### src/rtl/serial_add_ctrl_if.sv
// Operand/result handshake between a requester and the bit-serial adder sequencer.
interface serial_add_ctrl_if #(
    parameter int unsigned WIDTH = 8
);
    logic             start;
    logic [WIDTH-1:0] a;
    logic [WIDTH-1:0] b;
    logic             cin;
    logic             busy;
    logic             done;
    logic [WIDTH-1:0] sum;
    logic             cout;

    // Requester side
    modport master (
        output start, a, b, cin,
        input  busy, done, sum, cout
    );

    // Sequencer side
    modport slave (
        input  start, a, b, cin,
        output busy, done, sum, cout
    );
endinterface

### src/rtl/serial_add_ctrl.sv
// Bit-serial adder: one full-adder cell reused for WIDTH clocks, LSB first.

// Single full-adder cell.
module add_circuit (
    input  logic x,
    input  logic y,
    input  logic cin,
    output logic z,
    output logic cout
);
    assign z    = x ^ y ^ cin;
    assign cout = (x & y) | (x & cin) | (y & cin);
endmodule

module serial_add_ctrl #(
    parameter int unsigned WIDTH = 8
) (
    input  logic              clk,
    input  logic              rst,
    serial_add_ctrl_if.slave  bus
);
    localparam int unsigned CW = $clog2(WIDTH + 1);

    typedef enum logic [1:0] {
        IDLE = 2'd0,
        RUN  = 2'd1,
        DONE = 2'd2
    } state_t;

    state_t           state;
    logic [WIDTH-1:0] opa;
    logic [WIDTH-1:0] opb;
    logic [WIDTH-1:0] acc;
    logic             carry;
    logic [CW-1:0]    cnt;
    logic             busy_q;
    logic             done_q;
    logic [WIDTH-1:0] sum_q;
    logic             cout_q;

    logic             fa_z;
    logic             fa_cout;
    logic [WIDTH-1:0] acc_next;

    // The one shared full-adder cell, fed from the operand LSBs and the carry flop.
    add_circuit u_fa (
        .x    (opa[0]),
        .y    (opb[0]),
        .cin  (carry),
        .z    (fa_z),
        .cout (fa_cout)
    );

    // Partial sum shifts right with the new bit entering at the MSB.
    if (WIDTH == 1) begin : g_acc_w1
        assign acc_next = fa_z;
    end else begin : g_acc_wn
        assign acc_next = {fa_z, acc[WIDTH-1:1]};
    end

    // Sequencer FSM with datapath and registered handshake outputs.
    always_ff @(posedge clk or posedge rst) begin
        if (rst) begin
            state  <= IDLE;
            opa    <= '0;
            opb    <= '0;
            acc    <= '0;
            carry  <= 1'b0;
            cnt    <= '0;
            busy_q <= 1'b0;
            done_q <= 1'b0;
            sum_q  <= '0;
            cout_q <= 1'b0;
        end else begin
            case (state)
                IDLE: begin
                    if (bus.start) begin
                        opa    <= bus.a;
                        opb    <= bus.b;
                        carry  <= bus.cin;
                        acc    <= '0;
                        cnt    <= '0;
                        busy_q <= 1'b1;
                        state  <= RUN;
                    end
                end
                RUN: begin
                    acc   <= acc_next;
                    carry <= fa_cout;
                    opa   <= opa >> 1;
                    opb   <= opb >> 1;
                    cnt   <= cnt + CW'(1);
                    // Last bit: publish the complete result in one step.
                    if (cnt == CW'(WIDTH - 1)) begin
                        sum_q  <= acc_next;
                        cout_q <= fa_cout;
                        busy_q <= 1'b0;
                        done_q <= 1'b1;
                        state  <= DONE;
                    end
                end
                DONE: begin
                    done_q <= 1'b0;
                    state  <= IDLE;
                end
                default: begin
                    busy_q <= 1'b0;
                    done_q <= 1'b0;
                    state  <= IDLE;
                end
            endcase
        end
    end

    assign bus.busy = busy_q;
    assign bus.done = done_q;
    assign bus.sum  = sum_q;
    assign bus.cout = cout_q;
endmodule

### src/flat_wrapper.sv
// flat-port wrapper written by rule: the top's interface ports become plain ports
module serial_add_ctrl_flat 
#(
    parameter int unsigned WIDTH = 8
)
  (clk, rst, bus_start, bus_a, bus_b, bus_cin, bus_busy, bus_done, bus_sum, bus_cout);
  serial_add_ctrl_if #(.WIDTH(WIDTH)) bus_i ();
  input  logic clk;
  input  logic rst;
  input wire logic [$bits(bus_i.start)-1:0] bus_start;
  input wire logic [$bits(bus_i.a)-1:0] bus_a;
  input wire logic [$bits(bus_i.b)-1:0] bus_b;
  input wire logic [$bits(bus_i.cin)-1:0] bus_cin;
  output wire logic [$bits(bus_i.busy)-1:0] bus_busy;
  output wire logic [$bits(bus_i.done)-1:0] bus_done;
  output wire logic [$bits(bus_i.sum)-1:0] bus_sum;
  output wire logic [$bits(bus_i.cout)-1:0] bus_cout;
  assign bus_i.start = bus_start;
  assign bus_i.a = bus_a;
  assign bus_i.b = bus_b;
  assign bus_i.cin = bus_cin;
  assign bus_busy = bus_i.busy;
  assign bus_done = bus_i.done;
  assign bus_sum = bus_i.sum;
  assign bus_cout = bus_i.cout;
  serial_add_ctrl #(.WIDTH(WIDTH)) u_core (.clk(clk), .rst(rst), .bus(bus_i));
endmodule
### config.mk
export PLATFORM = sky130hd
export DESIGN_NAME = serial_add_ctrl_flat
export DESIGN_NICKNAME = d
export VERILOG_FILES = /design/src/rtl/serial_add_ctrl_if.sv /design/src/rtl/serial_add_ctrl.sv /design/src/flat_wrapper.sv
export SDC_FILE = /design/constraint.sdc
export NUM_CORES = 1
export LEC_CHECK = 0
export BUFFER_PORTS_ARGS = -buffer_cell sky130_fd_sc_hd__buf_2
export CORE_ASPECT_RATIO = 1.75
export CORE_MARGIN = 2
export CORE_UTILIZATION = 60
export CTS_BUF_LIST = sky130_fd_sc_hd__clkbuf_4
export DETAILED_ROUTE_END_ITERATION = 8
export GPL_ROUTABILITY_DRIVEN = 1
export PLACE_DENSITY = 0.83
export SYNTH_ARGS = -nofsm -noshare
export SYNTH_HDL_FRONTEND = slang
export SYNTH_HIERARCHICAL = 1
export SYNTH_SLANG_ARGS = --single-unit
### constraint.sdc
create_clock -name clk -period 3.3 [get_ports clk]
set_clock_uncertainty 0.2 [all_clocks]
set_input_delay 0.165 -clock clk [delete_from_list [all_inputs] [get_ports clk]]
set_output_delay 0.165 -clock clk [all_outputs]
set_load 0.03 [all_outputs]
==> summary.md <==
| Metric | Value |
|---|---|
| Post-synthesis sequential area ratio | between 50% and 60% |
| Count of pins over their slew limit | 0 |
| TritonCTS Sinks | ~40 |
| Final Hold Viols | 0 |
| Post-synthesis cell type count | 27 |
| Dpl hpwl | between 2000 and 3000 um |
| Die H | between 70 and 80 um |
| Core Rows | 26 |
| Fin Setup TNS | 0 ps |
| Worst vdd ir | ~0.46 mV |
| Top Ports | 31 |
| Fmax | 486 MHz |
| Max_slew headroom | between 40 and 50% |
| Mapped Cells | ~160 |
| Final ANT Viol Nets | 0 |
| Synth Register Bits | 41 |
| DP Worst Slack | about 1300 ps |
| Post-CTS sizing | 0 |
| Clk pin slew, worst setup/hold paths | between 100 and 150 ps |
| Hold WC Path Type | in2reg |
| Final cycle utilization of the critical path | 62.3% |
| # hold bufs at CTS | 18 |
| Final #Nets | 229 |
| CTS buffer count | 5 |
| Routed Wire Length | 4000 um |
| Crit path required time | ~3300 ps |
| Die area | between 0.003 and 0.004 mm^2 |
| Vias in the first global route | 1485 |
| Vias/cell | 5.67 |
| CP max-delay cell | dfrtp_1 |
| Final RePlAce weighted congestion | roughly 0.69 |
| Total Power | between 0.0015 and 0.002 W |
| Filler instances | roughly 210 |
| Gr usage total | between 20% and 30% |
| Max Cap Viol | 0 |
| Crit start category | flip-flop |
| N_diodes | 0 |
| Largest net degree at the start of global routing | 42 |
| Port bufs | 30 |
| Top delay family on crit path | flip-flops |
| Ys Warns | 6 |
| Die width | between 40 and 50 um |
| CTS H-Tree Depth | 2 |
| Commonest non-fill, non-tap cell in the layout | dfrtp_1 |
| Initial core utilization | around 63% |
| Core area | a little under 0.003 mm^2 |
| Synth top area cells | dfrtp_1, mux2_4, nor2b_1, a22oi_1, a21oi_1 |
| RSZ-0062 raised after global routing | false |
| Synthesis-to-layout area growth | 20.5% |
| Post-route setup slack | around 1200 ps |
| Initial antenna violation count | 0 |
| CP max FO | 23 |
| Buf/Inv on CP | 0 |
| Crit-path max cell delay | ~820 ps |
| Worst Path Arrival | approximately 2100 ps |
| Post-synth top area share | ~55% |
| Measured slew at the worst slew-check pin | just over 800 ps |
| Outcome | finished, final reports clean |
| Drt initial violations | 57 |
| Synthesized Nets | about 180 |
| Via count | between 1000 and 1500 |
| First-pass GRT wire length | roughly 7000 um |
| Crit path kind | reg2reg |
| CP endpoint kind | flip-flop |
| Synth area leader | dfrtp_1 |
| Area of the multi-input gates | around 750 um^2 |
| Power Density | 800 mW/mm^2 |
| Leak | about 1.1 nW |
| Setup violators final | 0 |
| Syn_area_per_cell | 11.6 um^2 |
| Synthesized area | 0.00187 mm^2 |
| Sequential Area | 0.00103 mm^2 |
| Clk buf depth | 2 |
| Setup bufs post-CTS | 0 |
| Later-pin clock latency in the skew report | between 300 and 400 ps |
| Crit-path cells | nor2b_1 -> and2_4 -> mux2_1 |
| Final min period | approximately 2000 ps |
| Root Driver | clkbuf_4 |
| Layout cell share with drive strength beyond 1 | about a quarter |
| Most frequent cells in the layout | dfrtp_1, buf_2, a21oi_1, nor2b_1, dlygate4sd3_1 |
| GR Overflow Total | 0 |
| Residual DRC | 0 |
| DRT Pass-1 Iters | 5 |
| CTS tree | built |
| WL/cell | ~16 um |
worst paths after layout:
path | endpoint | slack (ps) | start | cells past startpoint
worst max-delay path | u_core/bus.sum[7]$_DFFE_PP0P_ | 1240 | u_core/state[0]$_DFFE_PP0P_ | 3
worst min-delay path | u_core/opa[4]$_DFFE_PP0P_ | 160 | bus_start | 4
worst max register to register | u_core/bus.sum[7]$_DFFE_PP0P_ | 1240 | u_core/state[0]$_DFFE_PP0P_ | 3
worst min register to register | u_core/bus.done$_DFFE_PP0P_ | 310 | u_core/bus.done$_DFFE_PP0P_ | 1
max in group asynchronous | u_core/opb[3]$_DFFE_PP0P_ | 2270 | rst | 4
min in group asynchronous | u_core/acc[5]$_DFFE_PP0P_ | 280 | rst | 4
power by group:
group	internal (W)	total [W]	switching (W)
clock network	0.0000895	0.000243	0.000154
registers	0.000684	0.000864	0.000180
logic	0.000330	0.000695	0.000365
through the flow:
stage                     std cells  hold slack, ps  utilization, %  area (um^2)
after floorplan                 161             142               -         1870
after global placement          224            98.8            68.2         2020
after detailed placement        224             117            68.2         2020
after CTS                       250             150            76.1         2250
after global routing            250             187            76.1         2250
final                           250             163            76.1         2250
logic make-up after synthesis:
kind of cell	after synthesis	share of synthesized area [%]
AOI/OAI and AO/OA	64	21.5
adders and majority gates	2	1.74
and+or+nand+nor	27	8.70
buffers and inverters	16	4.95
muxes	11	8.23
DFF	41	54.8
synth_stat cells:
cell type	instances
buf_8	1
nor2b_1	19
nand2_1	2
and2_4	1
nor2_1	2
o32ai_1	1
a211oi_1	1
a21o_1	1
and3b_1	1
dfrtp_1	41
a22o_1	9
a22oi_1	15
inv_1	4
nand3_1	1
o21ai_1	17
o21bai_1	1
buf_1	2
nand4_1	1
fa_1	1
buf_2	5
mux2_4	8
ha_1	1
mux2_2	2
a21oi_1	19
mux2_1	1
clkbuf_1	2
buf_6	2
cell type report:
cell class                 instances  area share, %
timing repair buffer              51           15.7
tap                               42           2.33
multi-input combinational        104           33.4
inverter                           4          0.666
sequential                        41           45.5
clock buffer                       6           2.00
clock inverter                     2          0.444
sequential cells by signal, indices dropped and copies added, names as in the netlist:
| name | cells |
|---|---|
| u_core/acc | 7 |
| u_core/opa | 8 |
| u_core/state | 2 |
| u_core/opb | 8 |
| u_core/bus.cout | 1 |
| u_core/bus.sum | 8 |
| u_core/bus.busy | 1 |
| u_core/carry | 1 |
| u_core/bus.done | 1 |
| u_core/cnt | 4 |
layer usage:
metal / GRT usage [%] / routed length, um
met1: 32.0 / 1510
met2: 44.4 / 2250
met3: 6.28 / 172
met4: 8.86 / 65
met5: 0 / 0
worst min-delay path: cells and delay by family:
kind                   cells  cell delay, ps
buffers and inverters      1             210
AO/OA/AOI/OAI              2             160
AND/OR/NAND/NOR            1             140
Note: power is estimated with default switching activity, not from simulation.
